$ cat config.mk
export PLATFORM = sky130hd
export DESIGN_NAME = csa_serial_resolver_flat
export DESIGN_NICKNAME = d
export VERILOG_FILES = /design/src/rtl/csa_serial_resolver_if.sv /design/src/rtl/csa_serial_resolver.sv /design/src/flat_wrapper.sv
export SDC_FILE = /design/constraint.sdc
export NUM_CORES = 1
export LEC_CHECK = 0
export BUFFER_PORTS_ARGS = -buffer_cell sky130_fd_sc_hd__buf_4
export CAP_MARGIN = 20
export CELL_PAD_IN_SITES_DETAIL_PLACEMENT = 2
export CELL_PAD_IN_SITES_GLOBAL_PLACEMENT = 2
export CORE_ASPECT_RATIO = 0.7
export CORE_MARGIN = 8
export CORE_UTILIZATION = 35
export CTS_BUF_LIST = sky130_fd_sc_hd__clkbuf_4 sky130_fd_sc_hd__clkbuf_8
export CTS_CLUSTER_DIAMETER = 150
export DETAILED_ROUTE_END_ITERATION = 8
export PLACE_DENSITY = 0.86
export SETUP_SLACK_MARGIN = 0.05
export SLEW_MARGIN = 40
export SYNTH_ARGS = -nofsm -noshare
export SYNTH_HDL_FRONTEND = slang
export SYNTH_SLANG_ARGS = --single-unit
$ cat constraint.sdc
create_clock -name clk -period 1.2 [get_ports clk]
set_input_delay 0.12 -clock clk [delete_from_list [all_inputs] [get_ports clk]]
set_output_delay 0.12 -clock clk [all_outputs]
set_load 0.02 [all_outputs]
$ cat src/rtl/csa_serial_resolver_if.sv
// Handshake bundle between CSA operand logic, the serial resolver and its result consumer.
interface csa_serial_resolver_if #(
  parameter int WIDTH = 4
);
  logic               in_valid;
  logic               in_ready;
  logic [WIDTH-1:0]   sv;
  logic [WIDTH-1:0]   cv;
  logic               out_valid;
  logic               out_ready;
  logic [WIDTH+1:0]   result;

  modport master (
    output in_valid, sv, cv, out_ready,
    input  in_ready, out_valid, result
  );

  modport slave (
    input  in_valid, sv, cv, out_ready,
    output in_ready, out_valid, result
  );
endinterface

$ cat src/rtl/csa_serial_resolver.sv
// Resolves a carry-save pair (sv, cv) to binary with a bit-serial ripple adder, one bit per clock.
// Define CSR_PARALLEL_EN to replace the serial adder with a single-cycle full-width add.
module csa_serial_resolver #(
  parameter int WIDTH = 4
) (
  input  logic                 clk,
  input  logic                 rst_n,
  csa_serial_resolver_if.slave bus
);
  localparam int RW = WIDTH + 2;

  localparam logic [1:0] S_IDLE = 2'd0;
  localparam logic [1:0] S_CALC = 2'd1;
  localparam logic [1:0] S_DONE = 2'd2;

  logic [1:0]    state_q, state_d;
  logic          in_ready_q, in_ready_d;
  logic          out_valid_q, out_valid_d;
  logic [RW-1:0] result_q, result_d;
  logic [RW-1:0] a_q, a_d;
  logic [RW-1:0] b_q, b_d;

`ifndef CSR_PARALLEL_EN
  localparam int CW = $clog2(RW + 1);
  localparam logic [CW-1:0] LAST_BIT = CW'(RW - 1);

  logic          carry_q, carry_d;
  logic [CW-1:0] count_q, count_d;
  logic          sum_bit;
`endif

  always_comb begin
    state_d     = state_q;
    in_ready_d  = in_ready_q;
    out_valid_d = out_valid_q;
    result_d    = result_q;
    a_d         = a_q;
    b_d         = b_q;
`ifndef CSR_PARALLEL_EN
    carry_d     = carry_q;
    count_d     = count_q;
    sum_bit     = 1'b0;
`endif
    case (state_q)
      S_IDLE: begin
        // in_ready is registered so it only rises on the first edge after reset release
        in_ready_d = 1'b1;
        if (bus.in_valid && in_ready_q) begin
          a_d        = {2'b00, bus.sv};
          b_d        = {1'b0, bus.cv, 1'b0};
          in_ready_d = 1'b0;
          state_d    = S_CALC;
`ifndef CSR_PARALLEL_EN
          carry_d    = 1'b0;
          count_d    = '0;
`endif
        end
      end
      S_CALC: begin
`ifdef CSR_PARALLEL_EN
        result_d    = a_q + b_q;
        out_valid_d = 1'b1;
        state_d     = S_DONE;
`else
        sum_bit  = a_q[0] ^ b_q[0] ^ carry_q;
        carry_d  = (a_q[0] & b_q[0]) | (a_q[0] & carry_q) | (b_q[0] & carry_q);
        // LSB is computed first, so after RW shifts it lands in result[0]
        result_d = {sum_bit, result_q[RW-1:1]};
        a_d      = a_q >> 1;
        b_d      = b_q >> 1;
        count_d  = count_q + CW'(1);
        if (count_q == LAST_BIT) begin
          out_valid_d = 1'b1;
          state_d     = S_DONE;
        end
`endif
      end
      S_DONE: begin
        if (bus.out_ready) begin
          out_valid_d = 1'b0;
          in_ready_d  = 1'b1;
          state_d     = S_IDLE;
        end
      end
      default: begin
        state_d     = S_IDLE;
        in_ready_d  = 1'b0;
        out_valid_d = 1'b0;
      end
    endcase
  end

  always_ff @(posedge clk or negedge rst_n) begin
    if (!rst_n) begin
      state_q     <= S_IDLE;
      in_ready_q  <= 1'b0;
      out_valid_q <= 1'b0;
      result_q    <= '0;
      a_q         <= '0;
      b_q         <= '0;
`ifndef CSR_PARALLEL_EN
      carry_q     <= 1'b0;
      count_q     <= '0;
`endif
    end else begin
      state_q     <= state_d;
      in_ready_q  <= in_ready_d;
      out_valid_q <= out_valid_d;
      result_q    <= result_d;
      a_q         <= a_d;
      b_q         <= b_d;
`ifndef CSR_PARALLEL_EN
      carry_q     <= carry_d;
      count_q     <= count_d;
`endif
    end
  end

  assign bus.in_ready  = in_ready_q;
  assign bus.out_valid = out_valid_q;
  assign bus.result    = result_q;
endmodule
$ cat src/flat_wrapper.sv
// flat-port wrapper written by rule: the top's interface ports become plain ports
module csa_serial_resolver_flat 
#(
  parameter int WIDTH = 4
)
  (clk, rst_n, bus_in_valid, bus_sv, bus_cv, bus_out_ready, bus_in_ready, bus_out_valid, bus_result);
  csa_serial_resolver_if #(.WIDTH(WIDTH)) bus_i ();
  input  logic clk;
  input  logic rst_n;
  input wire logic [$bits(bus_i.in_valid)-1:0] bus_in_valid;
  input wire logic [$bits(bus_i.sv)-1:0] bus_sv;
  input wire logic [$bits(bus_i.cv)-1:0] bus_cv;
  input wire logic [$bits(bus_i.out_ready)-1:0] bus_out_ready;
  output wire logic [$bits(bus_i.in_ready)-1:0] bus_in_ready;
  output wire logic [$bits(bus_i.out_valid)-1:0] bus_out_valid;
  output wire logic [$bits(bus_i.result)-1:0] bus_result;
  assign bus_i.in_valid = bus_in_valid;
  assign bus_i.sv = bus_sv;
  assign bus_i.cv = bus_cv;
  assign bus_i.out_ready = bus_out_ready;
  assign bus_in_ready = bus_i.in_ready;
  assign bus_out_valid = bus_i.out_valid;
  assign bus_result = bus_i.result;
  csa_serial_resolver #(.WIDTH(WIDTH)) u_core (.clk(clk), .rst_n(rst_n), .bus(bus_i));
endmodule
==> flow_summary.yaml, run 1 <==
run_status:
  status: "complete, but fails checks"
  violations: "negative setup slack"
yosys:
  syn-num-nets: 120
  synth_cell_type_count: 24
  synth_area_um2: 1076
  ys_warn_count: 0
  ys_ff_latch: 23
  yosys.area.top_type_share_pct: 53.49
  yosys-top-cells-count: "dfrtp_1 (23), nand2_1 (20), a21oi_1 (9)"
  ys_seq_area_share_pct: 53.49
  async_flop_share_pct: 100.0
  synth.area.top_cells: "dfrtp_1 (53%), nand2_1 (7.0%), mux2i_1 (5.6%), a21oi_1 (4.2%), buf_6 (3.1%)"
  synthCells: 105
  synth_ff_type: "dfrtp_1"
  synth_edf_count: 0
  yosys.area.top_type: "dfrtp_1"
  avgSynthCellArea_um2: 10.25
  synth_most_common_cell: "dfrtp_1"
layout:
  fin_nets: 153
  multi_input_area_um2: 508.0
  seq_area_um2: 575.6
  nFillCells: 303
  drive_gt1_share_pct: 47.45
  n_antenna_cell: 0
  area_growth_pct: 38.14
  fin_util_pct: 51.92
global_route:
  grt-ovfl-total: 0
  grt_max_degree: 24
  track_usage_pct: 14.22
  grt_pass1_vias: 980
  grt_pass1_wl_mm: 5.485
  antenna_found_initial: 0
critical_path:
  ff2ff_path_depth: 5
  arrival_ps: 1500
  startpoint: "u_core.state_q[1]"
  critPathKind: "reg -> reg"
  crit_path_end_kind: "register"
  startpoint_type: "register"
  r2r_start: "u_core.state_q[1]"
  crit_path_max_fanout: 8
  required_ps: 1400
placed_design:
  port_buffers: 19
  hpwl_mm: 2.196
  place.gp.congestion: 0.7259
  place_ws_ps: -27.68
power:
  combPwrFrac_pct: 55.3
  p_seq_share_pct: 33.2
  p_switching_mw: 1.893
  power.ir.vdd_worst_uv: 1045
  p_leak_nw: 0.7106
  swShare_pct: 43.31
  power_density_nw_per_um2: 2940
  intPower_mw: 2.477
  clkPwrFrac_pct: 11.5
timing:
  max_clock_freq_mhz: 774.1
  max_slew_margin_pct: 78.74
  finalSetupViolations: 18
  worstMarginPinSlew_ps: 318.9
  slew_violations: 0
  setup_ws_ps: -91.79
  min_period_ps: 1292
  final_hold_viol_count: 0
  fin_skew_ps: 3.131
  period_share_pct: 107.6
  rsz0062_at_grt: "yes"
floorplan:
  io_pins: 20
  rows: 16
  die_w_um: 82.27
  core_region_area_um2: 2863
  start_util_pct: 37.59
  fp.dieArea_um2: 5133
  die_h_um: 62.39
route:
  routed_wl_mm: 3.704
  vias_per_cell: 5.168
  drt_pass1_iterations: 4
  antenna_left: 0
  vias: 894
  drcViolationCount: 0
  dr.first_iter.drc_count: 27
  wl_per_cell_um: 21.41
clock_tree:
  cts_max_path_buffers: 2
  cts_root_buffer: "clkbuf_8"
  htreeDepth: 1
  clk-insertion-delay-late_ps: 270
  path_clk_slew_ps: 90
  cts_buffers: 3
  cts_tree: "done"
  cts.sinks: 23
min_path:
  worstHoldStart: "bus_sv[3]"
  hold_class: "in -> reg"
  hold_depth: 3
job:
  drv_cap: 0
==> per-stage QoR <==
step	instance area [um2]	cells	setup TNS [ps]	hold WS (ps)	power, mW
5_1_grt	1486	173	-1714	124.7	4.657
3_3_place_gp	1239	160	0	32.05	2.925
3_5_place_dp	1239	160	-46.55	37.09	3.110
2_1_floorplan	1076	105	0	-175.6	2.583
6_report	1486	173	-724.6	110.0	4.370
4_1_cts	1328	167	-72.93	108.8	3.768
==> worst max-delay path: stages, from the launching register on <==
cell     delay (ps)
dfrtp_1         410
buf_4           140
buf_6           110
and2b_4         350
a21oi_2          90
a21oi_2         110
==> area by class of cell <==
type,instances,share of cell area [%]
repair buffers,35,19.70
multi-input cells,70,34.17
inverters,5,1.263
well taps,36,3.030
flip-flops and latches,23,38.72
clock buffers,3,2.778
clock inverters,1,0.3367
==> flip-flops by register name, indices dropped and copies added (netlist names) <==
register / count
u_core.bus.result: 6
u_core.a_q: 4
u_core.bus.in_ready: 1
u_core.b_q: 5
u_core.state_q: 2
u_core.count_q: 3
u_core.carry_q: 1
u_core.bus.out_valid: 1
==> metal layers <==
layer	GRT usage [%]	wire (um)	vias to the layer above
li1	-	-	411
met1	14.95	1393	453
met2	25.07	2065	20
met3	4.598	120	10
met4	5.459	125	0
met5	0	0	-
==> cells by family after synthesis <==
kind of cell	count (synthesis)	synth area share, %
buffers and inverters	12	8.953
and+or+nand+nor	40	16.75
AOI/OAI and AO/OA	21	11.05
DFF	23	53.49
muxes	6	5.582
adders and majority gates	3	4.186
==> worst paths after layout <==
check	end	slack, ps
worst max-delay path	u_core.count_q[2]	-90
worst min-delay path	u_core.a_q[3]	110
worst max register to register	u_core.count_q[2]	-90
worst min register to register	u_core.bus.result[5]	520
max in group asynchronous	u_core.b_q[0]	680
min in group asynchronous	u_core.bus.out_valid	280
==> power by group through the flow <==
stage,Clock (mW),Combinational (mW),Sequential (mW)
after floorplan,0,1.13,1.46
after global placement,0,1.57,1.35
after detailed placement,0,1.71,1.40
after CTS,0.511,1.86,1.40
after global routing,0.552,2.62,1.49
final,0.502,2.42,1.45
==> cell usage in the layout, fill, tap and decap left out, types with 3 or more instances in the layout <==
cell,netlist,final
a21oi_1,9,5
a21oi_2,0,4
buf_4,0,30
clkbuf_8,1,3
dfrtp_1,23,23
inv_2,0,3
mux2i_1,6,3
mux2i_2,0,3
nand2_1,20,14
nand2_2,0,6
nand3_1,6,4
nor2_1,7,7
o21ai_0,6,4
==> what timing repair did <==
item                                   4_1_cts  5_1_grt
setup endpoints to repair                   10       23
gates resized for setup                      5       32
setup buffers                                2        6
hold buffers                                 1        0
pin swaps                                    1       13
endpoints found under the hold margin       23        0
No activity file was read; power rests on OpenSTA's default activity.
==> inputs of run 2 (changes only) <==
--- a/config.mk
+++ b/config.mk
@@ -16,6 +16,7 @@
 export CTS_CLUSTER_DIAMETER = 150
 export DETAILED_ROUTE_END_ITERATION = 8
 export PLACE_DENSITY = 0.86
+export REMOVE_ABC_BUFFERS = 1
 export SETUP_SLACK_MARGIN = 0.05
 export SLEW_MARGIN = 40
 export SYNTH_ARGS = -nofsm -noshare
==> flow_summary.yaml, run 2 (synthesis gave the netlist of run 1 again) <==
run_status:
  status: "complete, but fails checks"
  violations: "negative setup slack"
critical_path:
  r2r_start: "u_core.state_q[1]"
  required_ps: 1360
  crit_path_max_fanout: 11
  startpoint_type: "register"
  critPathKind: "reg -> reg"
  crit_path_end_kind: "register"
  ff2ff_path_depth: 3
  startpoint: "u_core.state_q[1]"
  arrival_ps: 1380
floorplan:
  io_pins: 20
  start_util_pct: 37.59
  rows: 16
  die_w_um: 82.27
  die_h_um: 62.39
  core_region_area_um2: 2863
  fp.dieArea_um2: 5133
min_path:
  worstHoldStart: "bus_sv[3]"
  hold_depth: 3
  hold_class: "in -> reg"
placed_design:
  port_buffers: 19
  place_ws_ps: -18.17
  place.gp.congestion: 0.7596
  hpwl_mm: 2.022
  placed_area_um2: 1236
  dp.cells: 158
global_route:
  grt_max_degree: 25
  grt-ovfl-total: 0
  grt_pass1_vias: 911
  grt_pass1_wl_mm: 4.747
  track_usage_pct: 11.97
  antenna_found_initial: 0
power:
  p_leak_nw: 0.6596
  power_density_nw_per_um2: 2815
  power_mw: 3.730
  power.ir.vdd_worst_uv: 858.0
  clkPwrFrac_pct: 13.1
  p_switching_mw: 1.561
  intPower_mw: 2.169
  p_seq_share_pct: 38.8
  combPwrFrac_pct: 48.1
  swShare_pct: 41.84
layout:
  n_antenna_cell: 0
  fin_nets: 145
  stdcell_count: 165
  fin_area_um2: 1325
  area_growth_pct: 23.14
  largest_reg_flops: 6
  drive_gt1_share_pct: 30.23
  layout_commonest_cell: "buf_4"
  nFillCells: 299
  fin_util_pct: 46.29
  seq_area_um2: 576.8
  multi_input_area_um2: 420.4
  final_cell_mix: "buf_4 (25), dfrtp_1 (22), nand2_1 (20)"
clock_tree:
  clk-insertion-delay-late_ps: 270
  path_clk_slew_ps: 90
  cts.sinks: 23
  cts_tree: "done"
  cts_buffers: 3
  htreeDepth: 1
  cts_max_path_buffers: 2
  cts_root_buffer: "clkbuf_8"
timing:
  fin_skew_ps: 8.139
  period_share_pct: 101.2
  worstMarginPinSlew_ps: 310.3
  max_slew_margin_pct: 79.32
  rsz0062_at_grt: "yes"
  fin_tns_setup_ps: -27.72
  final_hold_viol_count: 0
  max_clock_freq_mhz: 823.7
  setup_ws_ps: -13.97
  slew_violations: 0
  finalSetupViolations: 2
  min_period_ps: 1214
  fin_hold_ws_ps: 117.8
route:
  routed_wl_mm: 2.896
  vias_per_cell: 4.952
  drt_pass1_iterations: 4
  wl_per_cell_um: 17.55
  dr.first_iter.drc_count: 22
  drcViolationCount: 0
  antenna_left: 0
  vias: 817
job:
  drv_cap: 0
## run 2: repair_timing
action | CTS | global route
hold endpoints to repair | 23 | 0
buffers inserted | 1 | 1
hold buffers | 1 | 0
endpoints found under the setup margin | 21 | 14
gates resized for setup | 4 | 4
pin swaps | 0 | 2
## run 2: power by group through the flow
| stage | sequential [mW] | combinational [mW] | clock (mW) |
|---|---|---|---|
| 2_1_floorplan | 1.48 | 0.859 | 0 |
| 3_3_place_gp | 1.38 | 1.57 | 0 |
| 3_5_place_dp | 1.43 | 1.69 | 0 |
| 4_1_cts | 1.43 | 1.77 | 0.507 |
| 5_1_grt | 1.49 | 2.00 | 0.548 |
| 6_report | 1.45 | 1.79 | 0.490 |
## run 2: worst paths after layout
| path | to | slack (ps) |
|---|---|---|
| worst min register to register | u_core.b_q[0] | 490 |
| max in group asynchronous | u_core.state_q[0] | 660 |
| worst max-delay path | u_core.bus.in_ready | -10 |
| worst max register to register | u_core.bus.in_ready | -10 |
| worst min-delay path | u_core.a_q[3] | 120 |
| min in group asynchronous | u_core.bus.result[5] | 280 |
## run 2: critical path, cell delays in order, from the launching register on
cell and delay (ps):
dfrtp_1 430, nand3b_1 210, buf_4 200, o221a_2 270
## run 2: layer usage
layer	global-route usage, %	vias up	routed length, um
met5	0	-	0
met4	1.965	0	10
met3	4.310	2	171
met2	20.20	19	1527
met1	14.14	405	1185
li1	-	391	-
## run 2: area by class of cell
cell class | instances | share of cell area [%]
clock buffer | 3 | 3.116
tap | 36 | 3.399
clock inverter | 1 | 0.3777
sequential | 23 | 43.53
multi-input combinational | 70 | 31.73
timing repair buffer | 27 | 16.43
inverter | 5 | 1.416
==> inputs of run 3 (changes only) <==
--- a/config.mk
+++ b/config.mk
@@ -11,11 +11,11 @@
 export CELL_PAD_IN_SITES_GLOBAL_PLACEMENT = 2
 export CORE_ASPECT_RATIO = 0.7
 export CORE_MARGIN = 8
-export CORE_UTILIZATION = 35
+export CORE_UTILIZATION = 32
 export CTS_BUF_LIST = sky130_fd_sc_hd__clkbuf_4 sky130_fd_sc_hd__clkbuf_8
 export CTS_CLUSTER_DIAMETER = 150
 export DETAILED_ROUTE_END_ITERATION = 8
-export PLACE_DENSITY = 0.86
+export PLACE_DENSITY = 0.83
 export REMOVE_ABC_BUFFERS = 1
 export SETUP_SLACK_MARGIN = 0.05
 export SLEW_MARGIN = 40
==> constraint.sdc (replaced) <==
create_clock -name clk -period 1.1 [get_ports clk]
set_input_delay 0.11 -clock clk [delete_from_list [all_inputs] [get_ports clk]]
set_output_delay 0.11 -clock clk [all_outputs]
set_load 0.02 [all_outputs]
==> flow_summary.yaml, run 3 (synthesis gave the netlist of run 1 again) <==
clock_tree:
  cts_buffers: 3
  path_clk_slew_ps: 80
  cts.sinks: 23
  clk-insertion-delay-late_ps: 280
  cts_tree: "done"
  htreeDepth: 1
  cts_max_path_buffers: 2
  cts_root_buffer: "clkbuf_8"
timing:
  setup_ws_ps: -154.5
  slew_violations: 0
  final_hold_viol_count: 0
  min_period_ps: 1254
  fin_skew_ps: 2.696
  rsz0062_at_grt: "yes"
  period_share_pct: 114.0
  max_slew_margin_pct: 79.85
  finalSetupViolations: 19
  fin_tns_setup_ps: -1877
  max_clock_freq_mhz: 797.1
  worstMarginPinSlew_ps: 302.2
critical_path:
  r2r_start: "u_core.state_q[1]"
  ff2ff_path_depth: 4
  startpoint: "u_core.state_q[1]"
  cp_slowest_cell: "dfrtp_1"
  path_cells: "nand3b_1, buf_4, mux2i_1, a21oi_1"
  arrival_ps: 1420
  cpPeakStageDelay_ps: 410
  path_depth: 4
  r2r_slack_ps: -150
  r2r_end: "u_core.b_q[1]"
  critPathKind: "reg -> reg"
  crit_buf_inv: 1
  required_ps: 1260
  startpoint_type: "register"
  crit_path_end_kind: "register"
  crit_path_max_fanout: 5
  crit_family: "flip-flops"
layout:
  n_antenna_cell: 0
  fin_util_pct: 47.25
  fin_nets: 158
  drive_gt1_share_pct: 42.96
  layout_commonest_cell: "buf_4"
  largest_reg_flops: 6
  area_growth_pct: 40.12
  stdcell_count: 180
  final_cell_mix: "buf_4 (32), dfrtp_1 (22), nand2_1 (20)"
  fin_area_um2: 1508
power:
  p_leak_nw: 0.7449
  power_density_nw_per_um2: 3148
  power.ir.vdd_worst_uv: 887.2
min_path:
  whs_endpoint: "u_core.a_q[3]"
  hold_class: "in -> reg"
  hold_depth: 3
  worstHoldStart: "bus_sv[3]"
global_route:
  antenna_found_initial: 0
  grt_max_degree: 24
  grt_pass1_wl_mm: 5.002
  track_usage_pct: 11.46
  grt_pass1_vias: 1002
  grt-ovfl-total: 0
placed_design:
  dp.cells: 164
  place.gp.congestion: 0.7046
  hpwl_mm: 2.029
  placed_area_um2: 1269
  port_buffers: 19
route:
  drcViolationCount: 0
  routed_wl_mm: 3.119
  wl_per_cell_um: 17.33
  antenna_left: 0
  vias_per_cell: 4.872
  dr.first_iter.drc_count: 10
  drt_pass1_iterations: 2
  vias: 877
floorplan:
  die_h_um: 64.52
  start_util_pct: 33.73
  die_w_um: 85.31
  io_pins: 20
  core_region_area_um2: 3191
  rows: 17
  fp.dieArea_um2: 5504
run_status:
  status: "complete, but fails checks"
  violations: "negative setup slack"
job:
  drv_cap: 0
[run 3: worst max-delay path by stage]
stage | end | slack [ps]
after global placement | u_core.a_q[2] | 6
after global routing | u_core.b_q[1] | -220
after detailed placement | u_core.count_q[2] | -60
after floorplan | u_core.bus.in_ready | -390
final | u_core.b_q[1] | -150
after CTS | u_core.b_q[1] | -70
[run 3: cell type report]
| type | count | area, um2 |
|---|---|---|
| flip-flops and latches | 23 | 576.8 |
| inverters | 5 | 18.77 |
| repair buffers | 40 | 346.6 |
| fillers | 339 | 1683 |
| well taps | 38 | 47.55 |
| multi-input cells | 70 | 469.2 |
| clock buffers | 4 | 48.80 |
[run 3: timing repair]
action	4_1_cts	5_1_grt
hold buffers	1	0
resized for setup	12	15
buffers inserted	4	7
setup endpoints to repair	24	24
hold endpoints to repair	23	0
pin swaps	4	2
gates cloned	0	0
[run 3: where the power goes]
part	total [mW]	internal [mW]	switching, mW	leakage (nW)
clock network	0.573	0.285	0.288	0.0262
registers	1.54	1.24	0.303	0.280
logic	2.63	1.32	1.31	0.438
total	4.75	2.84	1.91	0.745
[run 3: layer usage]
metal | routed length [um] | part of all wire, % | up-vias | GRT usage [%]
met4 | 37 | 1.2 | 0 | 3.261
li1 | - | - | 417 | -
met3 | 167 | 5.4 | 4 | 4.528
met2 | 1628 | 52 | 15 | 20.10
met1 | 1285 | 41 | 441 | 12.68
met5 | 0 | 0 | - | 0
[run 3: worst min-delay path: cells and delay by family]
kind / cells / cell delay [ps]
buffers and inverters: 1 / 110
AND/OR/NAND/NOR: 1 / 60
AO/OA/AOI/OAI: 1 / 50
[run 3: metrics by stage]
step / power [mW] / hold WS [ps] / setup WS [ps]
after floorplan: 2.550 / -185.6 / -388.1
after global placement: 3.308 / 21.64 / 6.126
after detailed placement: 3.500 / 27.84 / -57.44
after CTS: 4.375 / 87.21 / -72.00
after global routing: 5.101 / 95.26 / -223.0
final: 4.747 / 89.95 / -154.5
